### config.mk
export PLATFORM = sky130hd
export DESIGN_NAME = ws281x_strip_driver
export DESIGN_NICKNAME = d
export VERILOG_FILES = /design/src/rtl/ws281x_strip_driver.sv
export SDC_FILE = /design/constraint.sdc
export NUM_CORES = 1
export LEC_CHECK = 0
export ABC_AREA = 1
export BUFFER_PORTS_ARGS = -buffer_cell sky130_fd_sc_hd__buf_2
export CORE_AREA = 2 2 96 98
export CTS_CLUSTER_DIAMETER = 60
export DETAILED_ROUTE_END_ITERATION = 10
export DIE_AREA = 0 0 98 100
export SLEW_MARGIN = 20
export SYNTH_ARGS = -nofsm -noshare
export SYNTH_HDL_FRONTEND = slang
export SYNTH_SLANG_ARGS = --single-unit
### constraint.sdc
create_clock -name clk -period 2.5 [get_ports clk]
set_input_delay 0.375 -clock clk [delete_from_list [all_inputs] [get_ports clk]]
set_output_delay 0.375 -clock clk [all_outputs]
set_load 0.05 [all_outputs]
### src/rtl/ws281x_strip_driver.sv
// rtl/ws281x_strip_driver.sv - WS281x single-wire NRZ LED strip driver
//
// Takes one pixel per s_valid/s_ready handshake and serialises it MSB first.
// Each bit lasts TBIT cycles and is high for T0H or T1H cycles. The next pixel
// is accepted on the last cycle of the current one, so a steady supply of
// pixels gives a gapless bit stream. After a pixel flagged s_last the line is
// held low for TRESET cycles (LATCH). If the source stalls mid-frame, the
// driver waits (WAIT). If the stall lasts a full latch time, it reports an
// underrun and returns to IDLE.
//
// Optional feature macro: WS281X_BRIGHTNESS_EN. When it is defined, every
// channel byte is scaled by (brightness+1)/256 at the transfer edge.
//
// Ports:
//   clk         system clock
//   reset_n     asynchronous active-low reset
//   s_color     pixel {R,G,B[,W]}, R in the MSBs
//   s_valid     pixel offered
//   s_last      offered pixel ends the frame
//   s_ready     driver accepts a pixel this cycle
//   brightness  global scale (only with WS281X_BRIGHTNESS_EN)
//   dout        registered strip data line
//   busy        high whenever the driver is not idle
//   underrun    one-cycle pulse when a stalled frame times out

module ws281x_strip_driver #(
    parameter int CLK_HZ    = 16_000_000,
    parameter int T0H_NS    = 350,
    parameter int T1H_NS    = 700,
    parameter int TBIT_NS   = 1250,
    parameter int TRESET_US = 80,
    parameter int CHANNELS  = 3,
    parameter int ORDER     = 0
) (
    input  logic                  clk,
    input  logic                  reset_n,
    input  logic [8*CHANNELS-1:0] s_color,
    input  logic                  s_valid,
    input  logic                  s_last,
    output logic                  s_ready,
    input  logic [7:0]            brightness,
    output logic                  dout,
    output logic                  busy,
    output logic                  underrun
);

    localparam longint NS_PER_S = 1_000_000_000;
    localparam longint US_PER_S = 1_000_000;

    // Round every time up to whole clock cycles.
    localparam int T0H_CYC    = int'((longint'(T0H_NS) * longint'(CLK_HZ) + NS_PER_S - 1) / NS_PER_S);
    localparam int T1H_CYC    = int'((longint'(T1H_NS) * longint'(CLK_HZ) + NS_PER_S - 1) / NS_PER_S);
    localparam int TBIT_CYC   = int'((longint'(TBIT_NS) * longint'(CLK_HZ) + NS_PER_S - 1) / NS_PER_S);
    localparam int TRESET_CYC = int'((longint'(TRESET_US) * longint'(CLK_HZ) + US_PER_S - 1) / US_PER_S);

    localparam int NBITS   = 8 * CHANNELS;
    localparam int MAX_A   = (T1H_CYC > TBIT_CYC) ? T1H_CYC : TBIT_CYC;
    localparam int CNT_MAX = (TRESET_CYC > MAX_A) ? TRESET_CYC : MAX_A;
    localparam int CW      = $clog2(CNT_MAX + 1);
    localparam int IW      = $clog2(NBITS);

    localparam logic [CW-1:0] T0H_C        = CW'(T0H_CYC);
    localparam logic [CW-1:0] T1H_C        = CW'(T1H_CYC);
    localparam logic [CW-1:0] TBIT_LAST    = CW'(TBIT_CYC - 1);
    localparam logic [CW-1:0] TRESET_LAST  = CW'(TRESET_CYC - 1);
    localparam logic [IW-1:0] BIT_IDX_LAST = IW'(NBITS - 1);

    typedef enum logic [1:0] {
        ST_IDLE,
        ST_SEND,
        ST_WAIT,
        ST_LATCH
    } state_t;

    state_t             state;
    logic [CW-1:0]      cnt;
    logic [IW-1:0]      bit_idx;
    logic [NBITS-1:0]   shreg;
    logic               last_q;

    logic [NBITS-1:0]   scaled;
    logic [NBITS-1:0]   wire_word;
    logic               bit_end;
    logic               pix_end;
    logic               xfer;

`ifdef WS281X_BRIGHTNESS_EN
    // (c * (b + 1)) >> 8; the product always fits in 16 bits.
    function automatic logic [7:0] scale_byte(input logic [7:0] c, input logic [7:0] b);
        logic [15:0] p;
        p = {8'd0, c} * ({8'd0, b} + 16'd1);
        return p[15:8];
    endfunction

    always_comb begin
        scaled = '0;
        for (int i = 0; i < CHANNELS; i++) begin
            scaled[8*i +: 8] = scale_byte(s_color[8*i +: 8], brightness);
        end
    end
`else
    logic unused_brightness;
    assign unused_brightness = ^brightness;
    assign scaled = s_color;
`endif

    // ORDER 0 puts green first on the wire: swap the two top bytes.
    generate
        if (ORDER == 0) begin : g_grb
            assign wire_word = {scaled[NBITS-9 -: 8], scaled[NBITS-1 -: 8], scaled[NBITS-17:0]};
        end else begin : g_rgb
            assign wire_word = scaled;
        end
    endgenerate

    assign bit_end = (state == ST_SEND) && (cnt == TBIT_LAST);
    assign pix_end = bit_end && (bit_idx == BIT_IDX_LAST);

    // In SEND the handshake opens only on the very last cycle of a pixel.
    // The next pixel then follows without an idle bit slot.
    assign s_ready = (state == ST_IDLE) || (state == ST_WAIT) || (pix_end && !last_q);
    assign xfer    = s_valid && s_ready;
    assign busy    = (state != ST_IDLE);

    always_ff @(posedge clk or negedge reset_n) begin
        if (!reset_n) begin
            state    <= ST_IDLE;
            cnt      <= '0;
            bit_idx  <= '0;
            shreg    <= '0;
            last_q   <= 1'b0;
            dout     <= 1'b0;
            underrun <= 1'b0;
        end else begin
            underrun <= 1'b0;
            // The line follows the bit counter one cycle later.
            dout     <= (state == ST_SEND) && (cnt < (shreg[NBITS-1] ? T1H_C : T0H_C));

            if (xfer) begin
                state   <= ST_SEND;
                shreg   <= wire_word;
                last_q  <= s_last;
                cnt     <= '0;
                bit_idx <= '0;
            end else begin
                case (state)
                    ST_IDLE: begin
                        cnt <= '0;
                    end
                    ST_SEND: begin
                        if (bit_end) begin
                            cnt <= '0;
                            if (bit_idx == BIT_IDX_LAST) begin
                                state <= last_q ? ST_LATCH : ST_WAIT;
                            end else begin
                                bit_idx <= bit_idx + IW'(1);
                                shreg   <= {shreg[NBITS-2:0], 1'b0};
                            end
                        end else begin
                            cnt <= cnt + CW'(1);
                        end
                    end
                    ST_WAIT: begin
                        // A stall as long as the latch time means the strip
                        // has already latched a partial frame.
                        if (cnt == TRESET_LAST) begin
                            state    <= ST_IDLE;
                            cnt      <= '0;
                            underrun <= 1'b1;
                        end else begin
                            cnt <= cnt + CW'(1);
                        end
                    end
                    ST_LATCH: begin
                        if (cnt == TRESET_LAST) begin
                            state <= ST_IDLE;
                            cnt   <= '0;
                        end else begin
                            cnt <= cnt + CW'(1);
                        end
                    end
                    default: begin
                        state <= ST_IDLE;
                        cnt   <= '0;
                    end
                endcase
            end
        end
    end

endmodule

==> metrics.txt, run 1 <==
ys async rst share 100%; DR vias roughly 2,000; hold_buf cts 0; status completed; Avg Inst Size Synth around 7.7 sq um; switching part of the total 37.9%; Worst Clk Skew ~0.0074 ns; Slew @ Worst Pin between 0.6 and 0.7 ns; H-tree depth 2; GRT Total Usage between 10% and 20%; RSZ-0062 raised after global routing no; period utilization 86.9%; EDFF count, synth 0; pin count of the biggest net entering global routing 33; Fill cells 958; number of library cell types mapped by synthesis 23; Leakage Power ~1.4 nW; Worst setup EP type output pin; Root Buffer clkbuf_8; Max-Cap Viols 0; initial antenna violation count 0; Clock Path Buffers 2; global-route wire length before repair 8960 um; Hold WC Path Type in2async; Iter 0 DRT Violations approximately 140; area share of the largest cell type after synthesis a little under half; CP Launch Type flop; GRT overflow 0; DR WL/cell 11.2 um; crit path to s_ready; sequential share of power 49.0%; Placeable Area just under 9000 sq um; #FFs+latches synth 45; DRT Pass-1 Iters 4; Max Transition Viols Final 0; worst setup path start bit_idx[0]; critical path data arrival time between 1.5 and 2 ns; Primary FF master, synth dfrtp_1; postcts setup bufs 0; worst hold margin roughly 0.098 ns; count of final setup violators 0; CP required 2.12 ns; Min Clock Period, post-route 2.17 ns; # diodes 0; most common cell after layout, fill and taps aside nand2_1; die extent in y 100 um; Peak Freq 460 MHz; setup TNS 0 ns; Worst R2R Setup Slack around 0.51 ns; Pint 1.38 mW; vias in the first global route 1,966; Ys Warns 0; CTS Sinks 45; Peak VDD IR between 0.2 and 0.25 mV; Slew HR a little under three fifths; Yosys top cell by area dfrtp_1; post-detail-place hpwl around 3500 um; synthesized area 2380 sq um; via/cell ratio 4.51; Worst Path Max Fanout 5; Final Hold Vio Count 0; Detail Route Antenna Nets 0; synthesized net count approximately 350; initial core utilization between 20% and 30%; Pwr per Cell Area 823 nW/um^2; IO Count 40; die area between 9000 and 10,000 sq um; num rows 35; residual DRC count 0; Comb pwr share between 30% and 40%; reg2reg path depth 9; top cells by area, synth dfrtp_1 47%, nand2_1 16%, nand3_1 12%; r2r endpoint shreg[12]; layout cells sized above 1 between 10% and 20%; Net count, final 380; worst r2r src bit_idx[0]; CTS tree built; # resized after CTS 0; Total Routed Length roughly 5100 um; CTS buffer count 5; Layout Area Growth over Synthesis 13.6%; Clock Latency Late Sink approximately 0.3 ns; cells after synthesis 310; post-synthesis sequential area ratio between 40% and 50%; Die Wd ~98 um; NetSw about 840 uW; Clock power frac around a fifth; I/O Buffers 31; WS Path Type reg2out; commonest cells after routing, fill and taps aside 99 x nand2_1, 56 x nand3_1, 45 x dfrtp_1, 37 x inv_1, 31 x buf_2; clock slew seen by the registers of the worst setup and hold paths roughly 0.090 ns; Routability Congestion approximately 0.83
-- how the worst min path moves through the flow --
| stage | startpoint | end | slack (ns) | cells past startpoint |
|---|---|---|---|---|
| 2_1_floorplan | reset_n | bit_idx[0] | 0.08 | 0 |
| 3_3_place_gp | reset_n | cnt[3] | 0.43 | 1 |
| 3_5_place_dp | reset_n | cnt[0] | 0.44 | 1 |
| 4_1_cts | reset_n | cnt[4] | 0.12 | 1 |
| 5_1_grt | reset_n | cnt[5] | 0.14 | 1 |
| 6_report | reset_n | underrun | 0.1 | 1 |
-- critical path, cell delays in order, from the launching register on --
cell	delay, ns
dfrtp_1	0.42
ha_1	0.19
nand2_1	0.09
nor2_1	0.25
nand3_2	0.12
o21ai_0	0.15
buf_2	0.28
-- metal layers --
metal  up-vias  wire [um]  track usage (%)
met5         -          0                0
met4         0         53             3.31
met3         5        153             2.30
met2        30       2300             17.2
met1       961       2550             15.2
li1       1046          -                -
-- metrics by stage --
stage | power (mW) | instances | instance area [sq um] | util (%) | worst slack [ns]
final | 2.22 | 453 | 2700 | 30.4 | 0.328
after global routing | 2.43 | 453 | 2700 | 30.4 | 0.169
after CTS | 2.25 | 453 | 2700 | 30.4 | 0.292
after detailed placement | 1.81 | 445 | 2620 | 29.4 | 0.510
after global placement | 1.78 | 445 | 2620 | 29.4 | 0.525
after floorplan | 1.65 | 310 | 2380 | - | 0.100
-- power groups by stage --
stage          Sequential [mW]  Clock [mW]  Combinational, mW
2_1_floorplan             1.09           0              0.568
3_3_place_gp              1.10           0              0.683
4_1_cts                   1.09       0.460              0.704
5_1_grt                   1.12       0.495              0.806
3_5_place_dp              1.10           0              0.702
6_report                  1.09       0.445              0.688
-- sequential cells by signal, summed over array words and instances (netlist names) --
signal    cells
shreg        24
cnt          11
bit_idx       5
state         2
dout          1
last_q        1
underrun      1
-- synth_stat cells (2+ instances only) --
cell type  number
or2_2           2
nor2_2          5
o21ai_0         7
nor3_1          6
dfrtp_1        45
xor2_1          6
nand3_2         2
nand2_1        99
buf_2           3
inv_2           3
buf_6           3
buf_4           5
inv_1          37
nand4_1         7
nor2_1         15
ha_1            3
nand3_1        56
-- kinds of logic after synthesis --
| kind of cell | Yosys count | synth area share (%) |
|---|---|---|
| AND/OR/NAND/NOR | 193 | 35.9 |
| buffers and inverters | 52 | 10.2 |
| flip-flops | 45 | 47.4 |
| AO/OA/AOI/OAI | 11 | 2.79 |
| XOR/XNOR | 6 | 2.21 |
| adder cells (fa/ha/maj) | 3 | 1.58 |
-- cell type report --
| type | instances | area [sq um] | share of cell area [%] |
|---|---|---|---|
| tap | 111 | 139 | 5.14 |
| clock buffer | 6 | 72.6 | 2.69 |
| multi-input combinational | 213 | 1010 | 37.4 |
| sequential | 45 | 1130 | 41.7 |
| inverter | 40 | 150 | 5.56 |
| clock inverter | 2 | 10.0 | 0.371 |
| timing repair buffer | 36 | 193 | 7.14 |
(Power assumes the default switching activity.)
==> run 2, diff against run 1 <==
BUFFER_PORTS_ARGS = -buffer_cell sky130_fd_sc_hd__clkbuf_2   (was -buffer_cell sky130_fd_sc_hd__buf_2)
==> run 2 against run 1 <==
Critical path depth did not move. Design area up 1.2%. Worst hold slack worse by 0.061 ns. Register-to-register slack improved by 0.02 ns. Clock skew up 0.0065 ns. Power is 5.5% higher. Via count down 0.73%. Final cell count unchanged. Sequential cell count stayed put. Setup slack got worse by 0.022 ns. Maximum frequency down 1.0%. Clock power is 27% higher. Highest routed layer unchanged.
==> metrics.txt, run 2 (synthesized netlist as in run 1, its figures left out) <==
status completed (unchanged); IO Count 40 (unchanged); Max Transition Viols Final 0 (unchanged); vias in the first global route 1,912 (was 1,966); Iter 0 DRT Violations 135 (was 143); Die Wd 98 um (unchanged); Net count, final 380 (unchanged); Placeable Area 8890 sq um (unchanged); CTS buffer count 5 (unchanged); Min Clock Period, post-route 2.19 ns (was 2.17 ns); H-tree depth 2 (unchanged); commonest cells after routing, fill and taps aside 99 x nand2_1, 56 x nand3_1, 45 x dfrtp_1, 37 x inv_1, 31 x clkbuf_2 (was 99 x nand2_1, 56 x nand3_1, 45 x dfrtp_1, 37 x inv_1, 31 x buf_2); r2r endpoint shreg[11] (was shreg[12]); worst hold margin 0.0369 ns (was 0.0980 ns); Max-Cap Viols 0 (unchanged); Slew @ Worst Pin 0.539 ns (was 0.647 ns); pin count of the biggest net entering global routing 33 (unchanged); Final Hold Vio Count 0 (unchanged); Worst setup EP type output pin (unchanged); Detail Route Antenna Nets 0 (unchanged); postcts setup bufs 0 (unchanged); Pwr per Cell Area 858 nW/um^2 (was 823 nW/um^2); layout cells sized above 1 16.4% (was 16.1%); DR vias 2,027 (was 2,042); critical path data arrival time 1.82 ns (was 1.80 ns); Hold WC Path Type in2async (unchanged); via/cell ratio 4.47 (was 4.51); post-detail-place hpwl 3470 um (was 3480 um); Total Routed Length 5020 um (was 5050 um); clock slew seen by the registers of the worst setup and hold paths 0.10 ns (was 0.09 ns); GRT overflow 0 (unchanged); num rows 35 (unchanged); DRT Pass-1 Iters 4 (unchanged); Peak Freq 456 MHz (was 460 MHz); I/O Buffers 31 (unchanged); residual DRC count 0 (unchanged); Routability Congestion 0.809 (was 0.835); Clock Path Buffers 2 (unchanged); CTS Sinks 45 (unchanged); Worst R2R Setup Slack 0.53 ns (was 0.51 ns); reg2reg path depth 9 (unchanged); setup TNS 0 ns (unchanged); initial antenna violation count 0 (unchanged); GRT Total Usage 10.7% (was 10.9%); die area 9800 sq um (unchanged); hold_buf cts 0 (unchanged); period utilization 87.8% (was 86.9%); RSZ-0062 raised after global routing no (unchanged); Clock Latency Late Sink 0.30 ns (about the same); CP Launch Type flop (unchanged); Peak VDD IR 0.275 mV (was 0.229 mV); Largest register FFs 24 (unchanged); Top reg by flops shreg (unchanged); # diodes 0 (unchanged); Slew HR 64.1% (was 56.9%); Leakage Power 1.46 nW (was 1.45 nW); CP required 2.12 ns (about the same); Layout Area Growth over Synthesis 14.9% (was 13.6%); count of final setup violators 0 (unchanged); # resized after CTS 0 (unchanged); most common cell after layout, fill and taps aside nand2_1 (unchanged); WS Path Type reg2out (unchanged); initial core utilization 26.7% (unchanged); DR WL/cell 11.1 um (was 11.2 um); Worst Path Max Fanout 5 (unchanged); global-route wire length before repair 8710 um (was 8960 um); Worst Clk Skew 0.0139 ns (was 0.00740 ns); CTS tree built (unchanged); Fill cells 976 (was 958); die extent in y 100 um (unchanged); worst r2r src bit_idx[0] (unchanged); Top Registers shreg: 24 flops, cnt: 11 flops, bit_idx: 5 flops (unchanged); Root Buffer clkbuf_8 (unchanged)
==> run 2: changes by cell type in the layout (fill, tap and decap cells not counted) <==
cell	delta
clkinv_2	-2
clkinvlp_4	+1
bufinv_16	+1
clkbuf_2	+31
buf_2	-31
clkbuf_1	-1
clkinv_4	+1
==> run 2: power breakdown <==
group          switching, mW  total, mW  internal (mW)
combinational          0.455      0.686          0.231
clock                  0.266      0.565          0.299
sequential             0.140       1.09          0.953
total                  0.861       2.34           1.48
==> run 2: metrics by stage <==
stage	area, sq um	total power [mW]	instances	setup slack (ns)	util [%]
after floorplan	2380	1.65	310	0.100	-
after global placement	2620	1.78	445	0.529	29.4
after detailed placement	2620	1.81	445	0.531	29.4
after CTS	2730	2.39	453	0.266	30.7
after global routing	2730	2.54	453	0.162	30.7
final	2730	2.34	453	0.306	30.7
==> run 2: worst max path at each step <==
stage	start	to	slack, ns	depth (start not counted)
2_1_floorplan	bit_idx[0]	s_ready	0.10	5
3_3_place_gp	bit_idx[0]	shreg[12]	0.53	9
3_5_place_dp	bit_idx[0]	shreg[11]	0.53	9
4_1_cts	bit_idx[0]	s_ready	0.27	6
5_1_grt	bit_idx[0]	s_ready	0.16	6
6_report	bit_idx[0]	s_ready	0.31	6
==> run 2: area by class of cell <==
class	instances	area, sq um	share of cell area (%)
Sequential cell	45	1130	41.2
Tap cell	111	139	5.08
Multi-Input combinational cell	213	1010	37.0
Clock buffer	5	68.8	2.52
Inverter	40	150	5.49
Timing Repair Buffer	36	193	7.05
Clock inverter	3	46.3	1.69
==> run 2: critical path, cell delays in order (launching register included) <==
cell,delay (ns)
dfrtp_1,0.42
ha_1,0.18
nand2_1,0.08
nor2_1,0.25
nand3_2,0.11
o21ai_0,0.17
clkbuf_2,0.30
==> run 2: per-layer routing <==
| metal | wire length [um] | global-route usage, % |
|---|---|---|
| met4 | 61 | 3.85 |
| met1 | 2490 | 14.4 |
| met5 | 0 | 0 |
| met3 | 174 | 1.74 |
| met2 | 2290 | 17.5 |
==> run 3, diff against run 2 <==
clock period = 2.4 ns   (was 2.5 ns; I/O delays follow)
==> run 3 against run 2 <==
Clock power fell by 2%. Final cell count fell by 0.44%. Wire length fell by 2.5%. Die area did not move. Setup slack got worse by 0.064 ns. Critical path depth did not move. Non-clock buffer count fell by 1. Sequential share of layout area rose by 0.29 points. Sequential power rose by 5%. Critical path type unchanged.
==> metrics.txt, run 3 (synthesized netlist as in run 1, its figures left out) <==
Final Hold Vio Count 0 (unchanged); Detail Route Antenna Nets 0 (unchanged); global-route wire length before repair 8510 um (was 8710 um); count of final setup violators 0 (unchanged); CTS tree built (unchanged); Clock Path Buffers 2 (unchanged); post-detail-place hpwl 3380 um (was 3470 um); Max Transition Viols Final 0 (unchanged); # resized after CTS 0 (unchanged); IO Count 40 (unchanged); dpl cell area 2610 sq um (was 2620 sq um); postcts setup bufs 0 (unchanged); CTS Sinks 45 (unchanged); die area 9800 sq um (unchanged); initial antenna violation count 0 (unchanged); setup TNS 0 ns (unchanged); Peak VDD IR 0.285 mV (was 0.275 mV); Routability Congestion 0.788 (was 0.809); GRT overflow 0 (unchanged); die extent in y 100 um (unchanged); Slew HR 61.6% (was 64.1%); Placeable Area 8890 sq um (unchanged); period utilization 89.9%; H-tree depth 2 (unchanged); Leakage Power 1.46 nW (about the same); Crit-path slowest cell dfrtp_1 (unchanged); hold_buf cts 0 (unchanged); pin count of the biggest net entering global routing 46 (was 33); CP required 2.04 ns (was 2.12 ns); GRT Total Usage 10.4% (was 10.7%); grt met1 use 14.1% (was 14.4%); DR WL/cell 10.9 um (was 11.1 um); Worst Clk Skew 0.00871 ns (was 0.0139 ns); Top Registers shreg: 24 flops, cnt: 11 flops, bit_idx: 5 flops (unchanged); CP bufs+invs 1 (unchanged); Clock Latency Late Sink 0.29 ns (was 0.30 ns); RSZ-0062 raised after global routing no (unchanged); initial core utilization 26.7% (unchanged); critical path data arrival time 1.80 ns (was 1.82 ns); via/cell ratio 4.49 (was 4.47); worst path cell trace ha_1 -> nand2_1 -> nor2_1 -> nand3_2 -> o21ai_0 -> clkbuf_2 (unchanged); Min Clock Period, post-route 2.16 ns; I/O Buffers 31 (unchanged); Crit path largest cell delay 0.41 ns (was 0.42 ns); # diodes 0 (unchanged); Fill cells 968 (was 976); commonest cells after routing, fill and taps aside 99 x nand2_1, 56 x nand3_1, 45 x dfrtp_1, 37 x inv_1, 31 x clkbuf_2 (unchanged); Worst setup EP type output pin (unchanged); Layout Area Growth over Synthesis 14.2% (was 14.9%); Die Wd 98 um (unchanged); Top reg by flops shreg (unchanged); clock slew seen by the registers of the worst setup and hold paths 0.09 ns (was 0.10 ns); met3 Usage GRT 2.58% (was 1.74%); Iter 0 DRT Violations 103 (was 135); Net count, final 379 (was 380); CP top delay family simple AND/OR/NAND/NOR gates (unchanged); vias in the first global route 1,915 (was 1,912); DR vias 2,027 (unchanged); num rows 35 (unchanged); DRT Pass-1 Iters 4 (unchanged); most common cell after layout, fill and taps aside nand2_1 (unchanged); Largest register FFs 24 (unchanged); global routing's busiest layer met2 (unchanged); Worst Path Max Fanout 5 (unchanged); grt met2 use 16.8% (was 17.5%); status completed (unchanged); residual DRC count 0 (unchanged); Pwr per Cell Area 886 nW/um^2 (was 858 nW/um^2); Root Buffer clkbuf_8 (unchanged); Max-Cap Viols 0 (unchanged); Total Routed Length 4890 um (was 5020 um); fin area 2710 sq um (was 2730 sq um); Peak Freq ~460 MHz; Hold WC Path Type in2async (unchanged); CTS buffer count 5 (unchanged); layout cells sized above 1 15.9% (was 16.4%); WS Path Type reg2out (unchanged); CP Launch Type flop (unchanged); Slew @ Worst Pin 0.576 ns (was 0.539 ns); Power Total 2.40 mW (was 2.34 mW)
run 3: cell types whose count changed in the layout (fill, tap and decap cells not counted), sizes merged:
cell      previous run  this run
buf                  5         4
clkinvlp             1         0
run 3: worst paths after layout:
check                           startpoint   endpoint  slack [ns]  cells after the start
worst max-delay path            bit_idx[0]    s_ready        0.24                      6
worst min-delay path               reset_n     cnt[4]        0.15                      2
worst max register to register  bit_idx[0]  shreg[12]        0.40                      9
worst min register to register   shreg[11]  shreg[12]        0.50                      2
max in group asynchronous          reset_n     cnt[9]        1.87                      2
min in group clk                   s_valid   underrun        0.26                      2
run 3: layout make-up:
class | instances | area [sq um] | share of cell area (%)
tap | 111 | 139 | 5.12
clock buffer | 5 | 68.8 | 2.54
multi-input combinational | 213 | 1010 | 37.2
inverter | 40 | 150 | 5.53
sequential | 45 | 1130 | 41.5
clock inverter | 2 | 35.0 | 1.29
timing repair buffer | 35 | 185 | 6.82
run 3: power breakdown:
group          leakage [nW]  switching, mW  internal (mW)  total [mW]
combinational         0.824          0.473          0.240       0.713
clock                0.0540          0.253          0.303       0.555
sequential            0.581          0.143          0.993        1.14
total                  1.46          0.868           1.54        2.40
run 3: layer usage:
layer,wire [um],vias to the layer above,part of all wire (%)
met4,50,0,1.0
met3,159,4,3.2
met5,0,-,0
met1,2410,957,49
li1,-,1041,-
met2,2280,25,47
run 3: stage by stage:
step	hold slack (ns)	utilization, %	setup slack [ns]	instances
6_report	0.149	30.5	0.242	451
5_1_grt	0.197	30.5	0.0636	451
4_1_cts	0.177	30.5	0.208	451
3_5_place_dp	0.481	29.4	0.398	444
3_3_place_gp	0.475	29.4	0.409	444
2_1_floorplan	0.0644	-	0.0153	310
